===== src/rtl/trace_frame_tx.sv =====
// TPIU-style 4-bit DDR trace transmitter: ping-pong 16-byte frame buffers, sync insertion.
// Optional macro TRACE_TX_HALFSYNC_EN: idle fill uses 16-bit halfsyncs instead of full syncs.
module trace_frame_tx #(
  parameter int SYNC_INTERVAL = 8,
  parameter int FRAME_BYTES   = 16
) (
  input  logic        clkIn,
  input  logic        rst,
  input  logic [7:0]  inData,
  input  logic        inValid,
  output logic        inReady,
  output logic [3:0]  traceDout,
  output logic        traceClkOut,
  output logic        syncSent,
  output logic        frameSent,
  output logic [15:0] frameCount
);
  localparam int BW = $clog2(FRAME_BYTES);
  localparam int NW = $clog2(2 * FRAME_BYTES);
  localparam logic [NW-1:0] SYNC_LAST  = NW'(7);
  localparam logic [NW-1:0] HALF_LAST  = NW'(3);
  localparam logic [NW-1:0] FRAME_LAST = NW'(2 * FRAME_BYTES - 1);

  typedef enum logic [1:0] {SYNC, FRAME, HALF} state_t;

`ifdef TRACE_TX_HALFSYNC_EN
  localparam state_t IDLE_WORD = HALF;
`else
  localparam state_t IDLE_WORD = SYNC;
`endif

  state_t state_q, state_d;

  logic [7:0]    mem [2][FRAME_BYTES];
  logic [1:0]    full_q, full_d;
  logic          fill_q, rd_q, nrd;
  logic [BW-1:0] wcnt_q;
  logic          started_q;
  logic          phase_q;
  logic [NW-1:0] nib_q, last_nib;
  logic [15:0]   scnt_q, scnt_d;
  logic          accept, last_byte, word_end, eligible, interval_hit;
  logic [3:0]    nib_val;
  logic [7:0]    cur_byte;

  assign inReady   = started_q && !full_q[fill_q];
  assign accept    = inValid && inReady;
  assign last_byte = accept && (wcnt_q == BW'(FRAME_BYTES - 1));
  assign cur_byte  = mem[rd_q][nib_q[NW-1:1]];
  assign word_end  = phase_q && (nib_q == last_nib);

  // Current nibble and word length; frames go low nibble first.
  always_comb begin
    last_nib = SYNC_LAST;
    nib_val  = (nib_q == SYNC_LAST) ? 4'h7 : 4'hF;
    case (state_q)
      FRAME: begin
        last_nib = FRAME_LAST;
        nib_val  = nib_q[0] ? cur_byte[7:4] : cur_byte[3:0];
      end
      HALF: begin
        last_nib = HALF_LAST;
        nib_val  = (nib_q == HALF_LAST) ? 4'h7 : 4'hF;
      end
      default: ;
    endcase
  end

  // Word-boundary decision; a buffer filling on the boundary edge is already eligible.
  always_comb begin
    state_d      = state_q;
    scnt_d       = scnt_q;
    full_d       = full_q;
    nrd          = rd_q;
    eligible     = 1'b0;
    interval_hit = 1'b0;
    if (last_byte) full_d[fill_q] = 1'b1;
    if (word_end) begin
      if (state_q == FRAME) begin
        scnt_d       = scnt_q + 16'd1;
        nrd          = ~rd_q;
        full_d[rd_q] = 1'b0;
      end else begin
        scnt_d = '0;
      end
      eligible     = full_q[nrd] || (last_byte && (fill_q == nrd));
      interval_hit = (SYNC_INTERVAL != 0) && (scnt_d == 16'(SYNC_INTERVAL));
      if (interval_hit)  state_d = SYNC;
      else if (eligible) state_d = FRAME;
      else               state_d = IDLE_WORD;
    end
  end

  always_ff @(posedge clkIn or negedge rst) begin
    if (!rst) state_q <= SYNC;
    else      state_q <= state_d;
  end

  always_ff @(posedge clkIn or negedge rst) begin
    if (!rst) begin
      started_q   <= 1'b0;
      phase_q     <= 1'b0;
      nib_q       <= '0;
      traceDout   <= 4'h0;
      traceClkOut <= 1'b0;
      syncSent    <= 1'b0;
      frameSent   <= 1'b0;
      frameCount  <= 16'd0;
      scnt_q      <= 16'd0;
      rd_q        <= 1'b0;
      fill_q      <= 1'b0;
      wcnt_q      <= '0;
      full_q      <= 2'b00;
    end else begin
      started_q <= 1'b1;
      syncSent  <= 1'b0;
      frameSent <= 1'b0;
      scnt_q    <= scnt_d;
      full_q    <= full_d;
      // Phase 0 presents the nibble, phase 1 clocks it out.
      if (!phase_q) begin
        traceDout <= nib_val;
        phase_q   <= 1'b1;
      end else begin
        traceClkOut <= ~traceClkOut;
        phase_q     <= 1'b0;
        if (word_end) begin
          nib_q <= '0;
          rd_q  <= nrd;
          if (state_q == FRAME) begin
            frameSent  <= 1'b1;
            frameCount <= frameCount + 16'd1;
          end else begin
            syncSent <= 1'b1;
          end
        end else begin
          nib_q <= nib_q + 1'b1;
        end
      end
      if (accept) begin
        if (last_byte) begin
          wcnt_q <= '0;
          fill_q <= ~fill_q;
        end else begin
          wcnt_q <= wcnt_q + 1'b1;
        end
      end
    end
  end

  always_ff @(posedge clkIn) begin
    if (accept) mem[fill_q][wcnt_q] <= inData;
  end

endmodule

===== config.mk =====
export PLATFORM = sky130hd
export DESIGN_NAME = trace_frame_tx
export DESIGN_NICKNAME = d
export VERILOG_FILES = /design/src/rtl/trace_frame_tx.sv
export SDC_FILE = /design/constraint.sdc
export NUM_CORES = 1
export LEC_CHECK = 0
export ABC_AREA = 0
export CORE_AREA = 2 2 145 147
export CTS_BUF_LIST = sky130_fd_sc_hd__clkbuf_4
export DETAILED_ROUTE_END_ITERATION = 7
export DIE_AREA = 0 0 147 149
export PLACE_DENSITY = 0.79
export SLEW_MARGIN = 20
export SYNTH_ARGS = -nofsm -noshare
export SYNTH_HDL_FRONTEND = slang
export SYNTH_SLANG_ARGS = --single-unit
export TNS_END_PERCENT = 30

===== constraint.sdc =====
create_clock -name clkIn -period 2.4 [get_ports clkIn]
set_input_delay 0.36 -clock clkIn [delete_from_list [all_inputs] [get_ports clkIn]]
set_output_delay 0.36 -clock clkIn [all_outputs]
set_load 0.05 [all_outputs]

==> metrics.cfg, run 1 <==
[outcome]
status = finished clean

[routing]
wire_per_inst_um = 23.0
routed_wl_mm = 29.4
ant_nets = 0
dr.pass1.iters = 5
drc_errors = 0
via_per_inst = 6.20
drtIter0Drc = 941
num_vias = 7935

[die]
die-area_um2 = 21900
die_w_um = 147
coreArea_um2 = 20600
rows = 53
dieHeight_um = 149
ioPinCount = 35
start_util_pct = 62.5

[place]
dp_hpwl_mm = 18.9
gp_congestion = 0.949
port-buffer-count = 34
place_area_um2 = 14000

[setup_path]
path_max_fanout = 2
arrival_ns = 1.97
start_kind = flop
slowest_delay_ns = 0.84
r2r-start = rd_q
worstPathCellList = clkdlybuf4s50_1
rr_worst_depth = 6
critPathCaptureType = output pin
critical_path_class = flop to output pin
r2r_setup_slack_ns = 0.09
cp_slowest_cell = clkdlybuf4s50_1
required_ns = 2.04
crit_family = buffers and inverters
crit_buf_inv = 1
r2r-end = traceDout[2]

[clock_network]
clk_path_buf_depth = 3
clk_latency_ns = 0.70
clockRootBuffer = clkbuf_4
cts.htree.levels = 3
numCtsBuffers = 80
cts_tree = built
clock-sinks = 311
clk_pin_slew_worst_paths_ns = 0.07

[grt]
grt_overflow = 0
grt_pass1_vias = 8025
grt_start_max_net_pins = 35
antenna_found_initial = 1
grt_pass1_wl_mm = 45.1
grt_use_total_pct = 27.6

[timing]
finalCriticalPeriod_ns = 2.33
worst_pin_slew_ns = 0.757
grt_setup_unrepaired = no
clock.fmax_mhz = 429
period_share_pct = 97.2
tns_ns = 0
slew_headroom_pct = 49.5
slew_viol_final = 0
setup_viol = 0
finClkSkew_ns = 0.0275
finalHoldViolCount = 0

[min_path]
hold_path_class = primary input to async pin

[logic_synthesis]
synthArstFlopShare_pct = 17.7
yosys_register_bits = 311
synth_area_leaders = edfxtp_1, dfrtp_1, mux4_2
syn-num-nets = 806
yosysTopAreaCell = edfxtp_1
syn-mean-instance-area_um2 = 16.3
synth_top_area_share_pct = 59.8
syn-cell-area_um2 = 12800
yosysSeqAreaShare_pct = 70.5
yosysUniqueCellTypes = 59
synth_edf_count = 256
ys_warn_count = 0
syn_inst = 788
synthFlopType = edfxtp_1

[layout]
area_delta_synth_final_pct = 17.6
nets = 965
fin_util_pct = 73.5
mostFrequentLayoutCells = edfxtp_1, clkbuf_4, buf_4, nor2_1
final_common_cell = edfxtp_1
drive_gt1_share_pct = 28.9
final_cell_area_um2 = 15100

[power_and_ir_drop]
p_per_area_nw_per_um2 = 794
peakVddDrop_mv = 0.491
p_leak_nw = 5.31

[run]
drv_cap = 0

[state kept, by name, summed over array words and instances, names as in the netlist]
register,flops
started_q,1
state_q,1
rd_q,1
phase_q,1
scnt_q,16
wcnt_q,4
mem,256
traceClkOut,1
full_q,2
frameSent,1
frameCount,16
fill_q,1
syncSent,1
nib_q,5
traceDout,4
[synth_stat cells (4+ instances only)]
| cell type | n |
|---|---|
| xnor2_1 | 14 |
| nor3_1 | 10 |
| o211ai_1 | 5 |
| o21ai_0 | 26 |
| mux2i_1 | 22 |
| edfxtp_1 | 256 |
| ha_1 | 7 |
| a2bb2oi_1 | 4 |
| nor2_1 | 66 |
| a22oi_1 | 6 |
| a21oi_1 | 15 |
| or3_1 | 5 |
| buf_2 | 13 |
| and2_1 | 5 |
| inv_1 | 14 |
| a31oi_1 | 4 |
| nand3_1 | 23 |
| a22o_1 | 7 |
| mux2_2 | 19 |
| clkbuf_1 | 20 |
| buf_1 | 4 |
| dfrtp_1 | 55 |
| and3_1 | 8 |
| a211oi_1 | 4 |
| a221oi_1 | 7 |
| xor2_1 | 10 |
| nand2_1 | 47 |
| mux4_2 | 53 |
| nand4_1 | 11 |
| nand2b_1 | 4 |
[repair_timing]
| item | CTS | global route |
|---|---|---|
| buffers inserted | 0 | 2 |
| endpoints found under the hold margin | 32 | 0 |
| endpoints found under the setup margin | 0 | 6 |
| hold buffers | 1 | 0 |
| resized for setup | 0 | 5 |
[worst reg2reg max path, cell delays in order, from the launching register on]
cell and delay [ns]:
dfrtp_4 0.48, buf_12 0.16, mux4_2 0.51, mux4_2 0.50, o21ai_1 0.17, a21oi_1 0.07
a2111o_1 0.30
[cell families (layout without fill, tap and decap cells)]
| group | count (synthesis) | after routing | share of synthesized area, % |
|---|---|---|---|
| xor+xnor | 24 | 24 | 1.64 |
| compound gates | 100 | 100 | 5.35 |
| other cells | 1 | 2 | 0.0292 |
| simple gates | 195 | 195 | 7.17 |
| buf+inv | 56 | 271 | 1.94 |
| flops | 311 | 311 | 70.5 |
| fa+ha+maj | 7 | 7 | 0.682 |
| mux | 94 | 94 | 12.7 |
[metal layers]
layer / global-route usage [%] / up-vias / routed length, um
met5: 0 / - / 0
met4: 10.0 / 0 / 680
met3: 6.21 / 57 / 2530
met2: 44.6 / 454 / 14500
met1: 37.6 / 3971 / 11600
li1: - / 3453 / -
[per-stage QoR]
step | instances | hold slack (ns) | power, mW | setup WS, ns
global route | 1279 | 0.304 | 12.5 | 0.00142
floorplan | 788 | 0.0644 | 6.91 | 0.244
global placement | 1137 | 0.448 | 7.39 | 0.0609
CTS | 1276 | 0.245 | 12.1 | 0.00737
detailed placement | 1137 | 0.465 | 7.46 | 0.0148
finish | 1279 | 0.278 | 12.0 | 0.0682
[report_power, final]
part	switching [mW]	internal [mW]	total [mW]
Combinational	0.774	0.399	1.17
Sequential	0.173	6.04	6.21
Clock	2.03	2.58	4.62
Total	2.98	9.02	12.0
[how the worst max path moves through the flow]
stage                 startpoint            to  slack, ns  cells past startpoint
floorplan                 fill_q    mem[1][16]       0.24                      6
CTS                         rd_q  traceDout[2]      0.007                      5
global placement            rd_q  traceDout[2]       0.06                      5
global route                rd_q  traceDout[2]      0.001                      6
finish              traceDout[0]  traceDout[0]       0.07                      1
detailed placement          rd_q  traceDout[2]       0.01                      5
[area by class of cell]
cell class / instances / area, um^2
Inverter: 15 / 56.3
Clock buffer: 119 / 893
Multi-Input combinational cell: 421 / 3540
Fill cell: 1246 / 5450
Tap cell: 275 / 344
Sequential cell: 311 / 9070
Timing Repair Buffer: 118 / 1050
Clock inverter: 19 / 154
Antenna cell: 1 / 2.50
Power figures use the tool's default switching activity.
==> run 2, diff against run 1 <==
--- a/config.mk
+++ b/config.mk
@@ -6,10 +6,10 @@
 export NUM_CORES = 1
 export LEC_CHECK = 0
 export ABC_AREA = 0
-export CORE_AREA = 2 2 145 147
+export CORE_AREA = 2 2 104 206
 export CTS_BUF_LIST = sky130_fd_sc_hd__clkbuf_4
 export DETAILED_ROUTE_END_ITERATION = 7
-export DIE_AREA = 0 0 147 149
+export DIE_AREA = 0 0 106 208
 export PLACE_DENSITY = 0.79
 export SLEW_MARGIN = 20
 export SYNTH_ARGS = -nofsm -noshare
==> run 2 against run 1 <==
Net effect: first-iteration DRC count decreased by 8.8%; clock power decreased by 11%; maximum frequency increased by 0.63%; critical path type is now flop to flop; highest routed layer unchanged.
==> metrics.cfg, run 2 (synthesized netlist as in run 1, its figures left out) <==
[setup_path]
start_kind = flop
required_ns = 2.95
critPathCaptureType = flop
path_max_fanout = 15
critical_path_class = flop to flop
arrival_ns = 2.87

[clock_network]
clk_pin_slew_worst_paths_ns = 0.08
numCtsBuffers = 67
clock-sinks = 311
clk_latency_ns = 0.67
clk_path_buf_depth = 3
cts.htree.levels = 3
clockRootBuffer = clkbuf_4
cts_tree = built

[power_and_ir_drop]
p_per_area_nw_per_um2 = 771
power_mw = 11.5
peakVddDrop_mv = 0.386
p_leak_nw = 5.22

[timing]
finalCriticalPeriod_ns = 2.32
grt_setup_unrepaired = no
tns_ns = 0
finClkSkew_ns = 0.0275
hold_ws_ns = 0.215
slew_headroom_pct = 40.0
period_share_pct = 96.6
fin_ws_ns = 0.0827
setup_viol = 0
worst_pin_slew_ns = 0.900
slew_viol_final = 0
finalHoldViolCount = 0
clock.fmax_mhz = 432

[die]
coreArea_um2 = 20500
dieHeight_um = 208
ioPinCount = 35
die-area_um2 = 22000
rows = 74
start_util_pct = 62.8
die_w_um = 106

[routing]
routed_wl_mm = 29.5
drtIter0Drc = 858
dr.pass1.iters = 5
drc_errors = 0
wire_per_inst_um = 23.6
via_per_inst = 6.29
num_vias = 7854
ant_nets = 0

[layout]
area_delta_synth_final_pct = 16.2
mostFrequentLayoutCells = edfxtp_1, clkbuf_4, buf_4, nor2_1
fin_util_pct = 73.0
final_cell_area_um2 = 14900
n_fill_cell = 1261
nets = 952
largest-register = mem
drive_gt1_share_pct = 28.1
final_common_cell = edfxtp_1
instances_no_fill = 1249
largest_reg_flops = 256
top_regs = mem x256, frameCount x16, scnt_q x16

[grt]
grt_pass1_wl_mm = 45.6
grt_use_total_pct = 27.9
grt_overflow = 0
grt_pass1_vias = 8264
antenna_found_initial = 1
grt_start_max_net_pins = 56

[run]
drv_cap = 0

[outcome]
status = finished clean

[place]
dp_hpwl_mm = 19.9
dpl.cell_count = 1127
place_area_um2 = 14000
port-buffer-count = 34
gp_congestion = 0.925
post-place-ws_ns = 0.00899

[min_path]
hold_path_class = primary input to async pin

-- run 2: changes by cell type in the layout (fill, tap and decap cells not counted), moves of 3 or more --
cell	change
nand2_1	-3
clkinv_1	-3
clkbuf_4	-13
clkinv_2	-3
nand2_2	+3
-- run 2: final timing paths --
check	depth (start not counted)	slack [ns]	from	to
worst max-delay path	6	0.08	nib_q[1]	traceDout[2]
worst min-delay path	3	0.21	rst	started_q
worst max register to register	6	0.08	nib_q[1]	traceDout[2]
worst min register to register	1	0.48	traceClkOut	traceClkOut
max in group asynchronous	3	1.87	rst	rd_q
min in group clkIn	1	0.48	traceClkOut	traceClkOut
-- run 2: final cells by class --
class                           instances  area, um^2  share of cell area, %
Timing Repair Buffer                  118        1030                   6.90
Sequential cell                       311        9070                   60.7
Clock buffer                          106         796                   5.33
Clock inverter                         11        93.8                  0.628
Inverter                               15        56.3                  0.377
Antenna cell                            1        2.50                 0.0168
Multi-Input combinational cell        421        3550                   23.8
Tap cell                              266         333                   2.23
-- run 2: timing repair --
item,CTS,global route
hold buffers,1,0
setup buffers,3,0
gates resized for setup,0,7
setup endpoints to repair,1,93
endpoints found under the hold margin,55,0
-- run 2: critical path, stage by stage (launching register included) --
cell      delay (ns)
dfrtp_4         0.57
buf_4           0.31
mux4_2          0.34
mux2_2          0.29
a22oi_1         0.28
a21oi_1         0.12
a2111o_1        0.28
-- run 2: metal layers --
| metal | routed length [um] | up-vias | share of wire, % | GRT usage (%) |
|---|---|---|---|---|
| li1 | - | 3427 | - | - |
| met4 | 1270 | 0 | 4.3 | 13.3 |
| met3 | 1760 | 89 | 6.0 | 5.26 |
| met1 | 9810 | 3958 | 33 | 30.5 |
| met2 | 16600 | 380 | 56 | 51.4 |
| met5 | 0 | - | 0 | 0 |
-- run 2: where the power goes --
group | leakage [nW] | switching (mW) | internal, mW
Combinational | 1.64 | 0.800 | 0.400
Sequential | 3.03 | 0.150 | 6.04
Clock | 0.538 | 1.91 | 2.21
==> run 3, diff against run 2 <==
==> constraint.sdc (replaced) <==
create_clock -name clkIn -period 2.2 [get_ports clkIn]
set_input_delay 0.33 -clock clkIn [delete_from_list [all_inputs] [get_ports clkIn]]
set_output_delay 0.33 -clock clkIn [all_outputs]
set_load 0.05 [all_outputs]
==> run 3 against run 2 <==
Net effect: the flow now finishes with violations (negative setup slack); cell count is 2.1% higher; worst hold slack worse by 0.051 ns; core utilization increased by 1.6 points; maximum frequency increased by 1.9%; first-iteration DRC count decreased by 9.6%; non-clock buffer count up 27; power is 6.5% higher; clock skew grew 0.025 ns; global-route usage increased by 0.056 points; die area unchanged; worst setup slack lost 0.16 ns; flip-flop and latch count unchanged; largest cell class unchanged.
==> metrics.cfg, run 3 (synthesized netlist as in run 1, its figures left out) <==
[outcome]
failed_checks = negative setup slack
status = finished, violations left

[grt]
grt_use_total_pct = 28.0
grt_overflow = 0
grt_pass1_wl_mm = 45.4
grt_start_max_net_pins = 35
antenna_found_initial = 1
grt_pass1_vias = 8426

[routing]
via_per_inst = 6.14
wire_per_inst_um = 23.3
dr.pass1.iters = 8
ant_nets = 0
routed_wl_mm = 29.8
drtIter0Drc = 776
drc_errors = 0
num_vias = 7824

[die]
coreArea_um2 = 20500
ioPinCount = 35
rows = 74
die-area_um2 = 22000
die_w_um = 106
start_util_pct = 62.8
dieHeight_um = 208

[clock_network]
clk_latency_ns = 0.71
cts.htree.levels = 3
clk_path_buf_depth = 3
clock-sinks = 311
cts_tree = built
numCtsBuffers = 66
clockRootBuffer = clkbuf_4
clk_pin_slew_worst_paths_ns = 0.07

[timing]
setup_viol = 4
finalHoldViolCount = 0
worst_pin_slew_ns = 0.692
slew_headroom_pct = 53.8
fin_ws_ns = -0.0751
finalCriticalPeriod_ns = 2.28
finClkSkew_ns = 0.0523
clock.fmax_mhz = 440
period_share_pct = 103
slew_viol_final = 0
grt_setup_unrepaired = yes

[layout]
area_delta_synth_final_pct = 18.8
drive_gt1_share_pct = 31.2
largest_reg_flops = 256
final_common_cell = edfxtp_1
top_regs = mem x256, frameCount x16, scnt_q x16
nets = 978
largest-register = mem
fin_util_pct = 74.6
mostFrequentLayoutCells = edfxtp_1, clkbuf_4, buf_4, nor2_1, mux4_2

[power_and_ir_drop]
p_per_area_nw_per_um2 = 804
peakVddDrop_mv = 0.494
p_leak_nw = 5.46

[min_path]
hold_path_class = primary input to async pin

[setup_path]
arrival_ns = 2.85
critical_path_class = flop to flop
critPathCaptureType = flop
path_max_fanout = 8
required_ns = 2.78
start_kind = flop

[place]
dp_hpwl_mm = 19.7
port-buffer-count = 34
gp_congestion = 0.914
post-place-ws_ns = -0.150

[run]
drv_cap = 0

-- run 3: cell types whose count changed in the layout (fill, tap and decap cells not counted), moves of 5 or more --
| cell | previous run | this run |
|---|---|---|
| a221oi_2 | 0 | 5 |
| a221oi_1 | 7 | 2 |
| clkdlybuf4s50_1 | 31 | 11 |
| buf_4 | 79 | 95 |
| dlygate4sd2_1 | 0 | 20 |
| buf_12 | 5 | 14 |
-- run 3: what timing repair did --
item,in CTS,in global routing
pin swaps,4,7
hold buffers,1,0
hold endpoints to repair,21,0
resized for setup,44,15
buffers inserted,10,13
setup endpoints to repair,33,15
-- run 3: final cells by class --
class | instances | area (um^2)
Clock buffer | 103 | 773
Fill cell | 1213 | 5200
Antenna cell | 1 | 2.50
Multi-Input combinational cell | 421 | 3640
Inverter | 15 | 56.3
Tap cell | 266 | 333
Clock inverter | 13 | 52.6
Timing Repair Buffer | 145 | 1330
Sequential cell | 311 | 9070
-- run 3: per-layer routing --
metal	track usage [%]	part of all wire [%]	vias to the layer above
met4	15.5	5.2	0
met3	5.89	6.3	110
met2	50.7	55	381
li1	-	-	3483
met5	0	0	-
met1	29.8	33	3850
-- run 3: power breakdown --
group,switching [mW],internal (mW)
logic,0.880,0.461
clock network,2.03,2.13
registers,0.174,6.59
-- run 3: stage by stage --
| step | hold slack [ns] | TNS, ns | instance area, um^2 | instances | total power, mW |
|---|---|---|---|---|---|
| detailed placement | 0.368 | -1.22 | 14100 | 1134 | 8.17 |
| finish | 0.164 | -0.193 | 15300 | 1275 | 12.3 |
| global route | 0.176 | -0.563 | 15300 | 1275 | 12.7 |
| global placement | 0.362 | -0.878 | 14100 | 1134 | 8.10 |
| floorplan | 0.0344 | 0 | 12800 | 788 | 7.54 |
| CTS | 0.128 | -0.0394 | 15100 | 1261 | 12.3 |
-- run 3: critical path, cell delays in order, from the launching register on --
cell      delay (ns)
dfrtp_4         0.52
buf_12          0.15
buf_12          0.14
buf_12          0.14
mux4_2          0.43
o22ai_2         0.17
a211oi_1        0.08
o311ai_1        0.36
nand3_1         0.14
-- run 3: final timing paths --
| path | to | slack, ns | cells after the start | from |
|---|---|---|---|---|
| worst max-delay path | traceDout[0] | -0.08 | 8 | rd_q |
| max in group asynchronous | nib_q[1] | 1.39 | 3 | rst |
| worst min register to register | frameCount[15] | 0.46 | 1 | frameCount[15] |
| worst min-delay path | rd_q | 0.16 | 2 | rst |
| min in group clkIn | frameCount[15] | 0.46 | 1 | frameCount[15] |
| worst max register to register | traceDout[0] | -0.08 | 8 | rd_q |
